===== config.mk =====
export PLATFORM = sky130hd
export DESIGN_NAME = pipe_issue_ctrl
export DESIGN_NICKNAME = d
export VERILOG_FILES = /design/src/rtl/pipe_issue_ctrl.sv
export SDC_FILE = /design/constraint.sdc
export NUM_CORES = 1
export LEC_CHECK = 0
export CORE_MARGIN = 2
export CORE_UTILIZATION = 41
export DETAILED_ROUTE_END_ITERATION = 8
export PLACE_DENSITY = 0.86
export SKIP_CTS_REPAIR_TIMING = 1
export SYNTH_ARGS = -nofsm -noshare
export SYNTH_HDL_FRONTEND = slang
export SYNTH_SLANG_ARGS = --single-unit

===== constraint.sdc =====
create_clock -name clk -period 2 [get_ports clk]
set_input_delay 0.2 -clock clk [delete_from_list [all_inputs] [get_ports clk]]
set_output_delay 0.2 -clock clk [all_outputs]
set_load 0.05 [all_outputs]

===== src/rtl/pipe_issue_ctrl.sv =====
// rtl/pipe_issue_ctrl.sv - RAW-hazard issue controller with run/halt and flush; stats counters under `ISSUE_STATS_EN
module pipe_issue_ctrl #(
    parameter int HAZARD_DEPTH = 2,
    parameter int STAT_W       = 16
) (
    input  logic              clk,
    input  logic              rst,
    input  logic [31:0]       instr_in,
    input  logic              instr_valid,
    output logic              instr_ready,
    input  logic              run_en,
    input  logic              flush_req,
    output logic [31:0]       issue_instr,
    output logic              busy,
    output logic              drained,
    output logic [STAT_W-1:0] stall_cnt,
    output logic [STAT_W-1:0] issue_cnt
);

    localparam int CNT_W = $clog2(HAZARD_DEPTH + 1) + 1;

    typedef enum logic {
        ST_RUN,
        ST_FLUSH
    } state_t;

    state_t           r_state;
    state_t           w_state_nxt;
    logic [CNT_W-1:0] r_flush_cnt;
    logic [CNT_W-1:0] w_flush_cnt_nxt;
    logic [31:0]      r_hist [HAZARD_DEPTH];
    logic [31:0]      w_issue_nxt;
    logic             w_hazard;
    logic             w_ready;
    logic             w_fire;
    logic             w_busy;
    logic             w_drained;

    // r_hist[0] is the word currently on issue_instr; older words follow.
    always_comb begin
        w_hazard = 1'b0;
        for (int i = 0; i < HAZARD_DEPTH; i++) begin
            if ((r_hist[i] != 32'h0) &&
                ((r_hist[i][25:21] == instr_in[20:16]) ||
                 (!instr_in[29] && (r_hist[i][25:21] == instr_in[15:11])))) begin
                w_hazard = 1'b1;
            end
        end
        w_hazard = w_hazard & instr_valid;
    end

    always_ff @(posedge clk or posedge rst) begin
        if (rst) begin
            r_state     <= ST_RUN;
            r_flush_cnt <= '0;
        end else begin
            r_state     <= w_state_nxt;
            r_flush_cnt <= w_flush_cnt_nxt;
        end
    end

    always_comb begin
        w_state_nxt     = r_state;
        w_flush_cnt_nxt = r_flush_cnt;
        w_ready         = 1'b0;
        w_busy          = 1'b0;
        w_drained       = 1'b0;
        case (r_state)
            ST_RUN: begin
                w_ready = run_en & ~w_hazard & ~flush_req;
                if (flush_req) begin
                    w_state_nxt     = ST_FLUSH;
                    w_flush_cnt_nxt = CNT_W'(HAZARD_DEPTH);
                end
            end
            ST_FLUSH: begin
                w_busy = 1'b1;
                // A new request restarts the drain, so completion is not signalled.
                if (flush_req) begin
                    w_flush_cnt_nxt = CNT_W'(HAZARD_DEPTH);
                end else if (r_flush_cnt == '0) begin
                    w_drained   = 1'b1;
                    w_state_nxt = ST_RUN;
                end else begin
                    w_flush_cnt_nxt = r_flush_cnt - 1'b1;
                end
            end
            default: w_state_nxt = ST_RUN;
        endcase
    end

    assign instr_ready = w_ready & ~rst;
    assign w_fire      = instr_valid & instr_ready;
    assign w_issue_nxt = w_fire ? instr_in : 32'h0;
    assign issue_instr = r_hist[0];
    assign busy        = w_busy;
    assign drained     = w_drained;

    always_ff @(posedge clk or posedge rst) begin
        if (rst) begin
            for (int i = 0; i < HAZARD_DEPTH; i++) begin
                r_hist[i] <= 32'h0;
            end
        end else begin
            r_hist[0] <= w_issue_nxt;
            for (int i = 1; i < HAZARD_DEPTH; i++) begin
                r_hist[i] <= r_hist[i-1];
            end
        end
    end

`ifdef ISSUE_STATS_EN
    logic [STAT_W-1:0] r_stall_cnt;
    logic [STAT_W-1:0] r_issue_cnt;

    always_ff @(posedge clk or posedge rst) begin
        if (rst) begin
            r_stall_cnt <= '0;
            r_issue_cnt <= '0;
        end else begin
            if ((r_state == ST_RUN) && instr_valid && run_en && w_hazard && !(&r_stall_cnt)) begin
                r_stall_cnt <= r_stall_cnt + STAT_W'(1);
            end
            if (w_fire && !(&r_issue_cnt)) begin
                r_issue_cnt <= r_issue_cnt + STAT_W'(1);
            end
        end
    end

    assign stall_cnt = r_stall_cnt;
    assign issue_cnt = r_issue_cnt;
`else
    assign stall_cnt = '0;
    assign issue_cnt = '0;
`endif

endmodule


# ---- After elaboration in Yosys (flattened, before gate mapping)
# Index checks and enable logic that the tools add are counted.
dict set report classes {
  n_addsub 1
  n_eq_ne 6
  mux 16
  n_bitwise 9
  reduce_logical 11
}
# cell n
set ops {}
lappend ops {{32-bit nonzero test} 2}
lappend ops {{32-bit 2-to-1 mux} 1}
lappend ops {{5-bit == test} 4}
lappend ops {{1-bit 2-to-1 mux} 10}
lappend ops {{3-bit 2-to-1 mux} 3}
lappend ops {{3-bit one-hot mux with 2 select lines} 1}
lappend ops {{1-bit bitwise AND} 5}
lappend ops {{1-bit logical AND} 4}
lappend ops {{1-bit NOT} 4}
lappend ops {{3-bit logical NOT} 1}
lappend ops {{3-bit != test (second input constant)} 1}
lappend ops {{3-bit by 1-bit subtractor with 3-bit output (second input constant)} 1}
lappend ops {{1-bit logical OR} 2}
lappend ops {{2-bit != test (second input constant)} 1}
lappend ops {{1-bit one-hot mux with 2 select lines} 1}
lappend ops {{2-bit AND reduction} 1}
lappend ops {{1-bit logical NOT} 1}
dict set report totals {
  ff_bits 68
  input_bits 37
  out_inout_bits 67
  wordCells 47
}

# ---- Logic depth before layout (Yosys ltp)
dict set report logic_depth {
  word_depth 14
  ltp_mapped 6
}

# ---- Least setup slack after synthesis
# Ideal clock, no wire load.
dict set report synth_timing {
  path_kind {register -> output}
  startpoint {register r_state}
  endpoint {output port instr_ready}
  arrival_time_ps 1933
  t_required_ps 1800
  slack_ps -133
  path_stages_with_launch 3
  path_cell_list {dfrtp_1 > or4b_4 > a21oi_1}
}
dict set report synth_between {
  elab_chain_cells 2
}
# element line
set synth_lines {}
lappend synth_lines {{from (decl)} 27} ;# state_t r_state;
lappend synth_lines {{from (signal assigned)} 57} ;# r_state <= w_state_nxt;
lappend synth_lines {{1-bit 2-to-1 mux} 68} ;# case (r_state)
lappend synth_lines {{1-bit bitwise AND} 92} ;# assign instr_ready = w_ready & ~rst;
lappend synth_lines {{to (decl)} 10} ;# output logic instr_ready,
# No other way between the ends.

# ---- Worst setup path after layout
dict set report layout_timing {
  startpoint {register r_hist (netlist bit issue_instr[11])}
  endpoint {output port instr_ready}
}
dict set report layout_between {
  elab_chain_cells 10
}
# element line
set layout_lines {}
lappend layout_lines {{from (decl)} 31} ;# logic [31:0] r_hist [HAZARD_DEPTH];
lappend layout_lines {{from (signal, indexed assignment)} 107} ;# r_hist[i] <= r_hist[i-1];
lappend layout_lines {{32-bit nonzero test} 43} ;# if ((r_hist[i] != 32'h0) &&
lappend layout_lines {{1-bit logical AND} 43}
lappend layout_lines {{1-bit 2-to-1 mux (2 in series)} 43}
lappend layout_lines {{1-bit bitwise AND} 49} ;# w_hazard = w_hazard & instr_valid;
lappend layout_lines {{1-bit NOT} 70} ;# w_ready = run_en & ~w_hazard & ~flush_req;
lappend layout_lines {{1-bit bitwise AND (2 in series)} 70}
lappend layout_lines {{1-bit 2-to-1 mux} 68}
lappend layout_lines {{1-bit bitwise AND} 92}
# No other way between the ends.

==> out/qor.csv <==
stage,metric,value,unit
grt,initial antenna violation count,0,
sta,TNS Setup,-65.6,ps
die,Std-Cell Rows,31,
run_status,status,finished with violations,
cells_and_area,ant diodes,0,
cells_and_area,fillcell total,624,
logic_synthesis,Synth area leader,dfrtp_1,
power,Power Total,3320,uW
drt,DRT iter0 DRCs,67,
logic_synthesis,top_reg_cell synth,dfrtp_1,
power,maximum vdd ir drop,0.486,mV
grt,largest net degree at the start of global routing,43,
power,cell area power density,860,nW/um^2
drt,wire per inst,14.2,um
sta,headroom to the max-slew limit,65.2,%
cells_and_area,fin util,54.2,%
job,MaxCap Viol Count,0,
die,core area,7140,um^2
grt,first-pass GRT wire length,8.79,mm
setup_path,Critical Path Source,issue_instr[11],
sta,RSZ-0062 raised after global routing,true,
hold_path,worst hold-check path type,primary input to async pin,
logic_synthesis,Yosys Warn Count,0,
setup_path,crit path DAT,1870,ps
setup_path,Reg2Reg Launch Point,r_hist[23],
drt,Routed Antenna Nets,0,
clock_tree,clk_lat worst skew,340,ps
clock_tree,H-tree depth,3,
setup_path,crit end category,output pin,
logic_synthesis,most frequent cell after synthesis,dfrtp_1,
setup_path,"Req. time, crit path",1800,ps
logic_synthesis,Post-synth EDFFs,0,
drt,DR vias,1749,
cells_and_area,P&R area growth vs syn,29.5,%
sta,Max Clock Skew,13.4,ps
clock_tree,CTS tree,built,
power,Leak,0.00182,uW
logic_synthesis,Syn Inst Count,241,
place,post-place setup slack,-186,ps
grt,total gr overflow,0,
clock_tree,Num Clock Sinks,68,
die,die area,7980,um^2
cells_and_area,share of layout cells above drive strength 1,24.6,%
sta,Fmax,484,MHz
sta,final hold violations,0,
grt,number of global-route vias before repair,1753,
sta,final period utilization,103,%
die,height of the die,89.3,um
cells_and_area,nets,339,
logic_synthesis,share of the synthesized area in the top cell type,57.0,%
setup_path,crit path kind,flop to output pin,
drt,DR DRC count,0,
logic_synthesis,top post-synthesis cells by area,"dfrtp_1, buf_4, and2_4, xnor2_1, nor4_1",
clock_tree,"CTS clk-pin slew, worst paths",80,ps
sta,Worst Slack Setup Final,-65.6,ps
place,GPL Wtd Cong,0.853,
sta,final setup fails,1,
sta,min cycle time layout,2070,ps
sta,worst-margin pin slew,521,ps
place,Cells after DPL,381,
logic_synthesis,synthesized area,2990,um^2
place,Final HPWL DP,4.31,mm
logic_synthesis,"Seq/Total Area, Yosys",57.0,%
die,Starting Density,41.8,%
clock_tree,CTS root buffer,clkbuf_8,
setup_path,CP Launch Type,flop,
logic_synthesis,Commonest cells post-synth,"dfrtp_1, buf_4, and2_4, xnor2_1, nor4_1",
drt,Via-to-Cell Ratio,4.33,
drt,Total Wirelength,5.75,mm
logic_synthesis,synthesized area per cell,12.4,um^2
sta,Final Max Tran Viols,0,
logic_synthesis,post-synthesis register bit count,68,
clock_tree,CTS buffer count,9,
logic_synthesis,post-synthesis cell type count,25,
run_status,failing checks,setup timing,
place,port bufs,71,
setup_path,"Max FO, Critical Path",3,
die,Die Width,89.3,um
clock_tree,clock tree buffer depth,2,
grt,Global Route Usage Sum,15.4,%
drt,TritonRoute pass-1 iters,4,
die,# IOs,104,
cells_and_area,Post-Layout Cell Count,404,
logic_synthesis,Post-synth ARST share,100,%
==> layout by cell type, fill, tap and decap left out, types with 6 or more instances in the layout <==
master,synthesis,layout
xnor2_1,19,16
and2_1,10,9
dfrtp_1,68,64
and2_4,20,22
conb_1,1,32
nor4_2,0,6
clkdlybuf4s50_1,0,69
buf_4,64,12
nand4_1,6,6
nor4_1,16,9
clkbuf_8,0,9
==> critical path: stages, from the launching register on <==
cell and delay (ps):
dfrtp_1 410, nor4_2 320, nand4_1 190, nor2_2 190, o22ai_2 100, a21oi_2 150
buf_6 170
==> report_power, final <==
group | total, uW | switching [uW] | internal (uW)
clock network | 1230 | 523 | 710
logic | 632 | 384 | 248
registers | 1460 | 36.9 | 1420
total | 3320 | 944 | 2380
==> cells by family (layout without fill, tap and decap cells) <==
family	count (synthesis)	in the layout	synth area share, %
compound gates	7	7	2.26
xor+xnor	21	21	6.16
fa+ha+maj	2	2	0.838
buf+inv	72	105	17.9
flops	68	68	57.0
other cells	1	32	0.126
simple gates	70	70	15.8
==> per-stage QoR <==
stage | hold slack [ps] | cell area [um^2]
2_1_floorplan | 266 | 3110
3_3_place_gp | 388 | 3490
3_5_place_dp | 389 | 3490
4_1_cts | 79.7 | 3710
5_1_grt | 86.6 | 3860
6_report | 95.0 | 3860
==> flip-flops by register name, summed over array words and instances (netlist names) <==
| register | flops |
|---|---|
| issue_instr | 32 |
| r_flush_cnt | 3 |
| r_hist | 32 |
| r_state | 1 |
==> path summary, 6_finish.rpt <==
check	endpoint	slack, ps	depth (start not counted)
worst min-delay path	r_flush_cnt[1]	100	2
min in group clk	r_hist[29]	400	0
worst max register to register	issue_instr[31]	60	6
worst min register to register	r_hist[29]	400	0
worst max-delay path	instr_ready	-70	6
max in group asynchronous	issue_instr[25]	1390	3
==> cell type report <==
class	count	area [um^2]	area share, %
timing repair buffer	84	832	21.5
clock inverter	7	98.8	2.56
multi-input combinational	132	961	24.9
inverter	5	18.8	0.486
tap	99	124	3.20
clock buffer	9	124	3.20
sequential	68	1710	44.2
==> layer usage <==
layer / track usage (%) / vias to the layer above / wire [um]
met5: 0 / - / 0
met4: 7.46 / 0 / 103
met3: 5.45 / 7 / 399
met2: 23.6 / 69 / 2870
met1: 19.4 / 856 / 2380
li1: - / 817 / -
(Power assumes the default switching activity.)
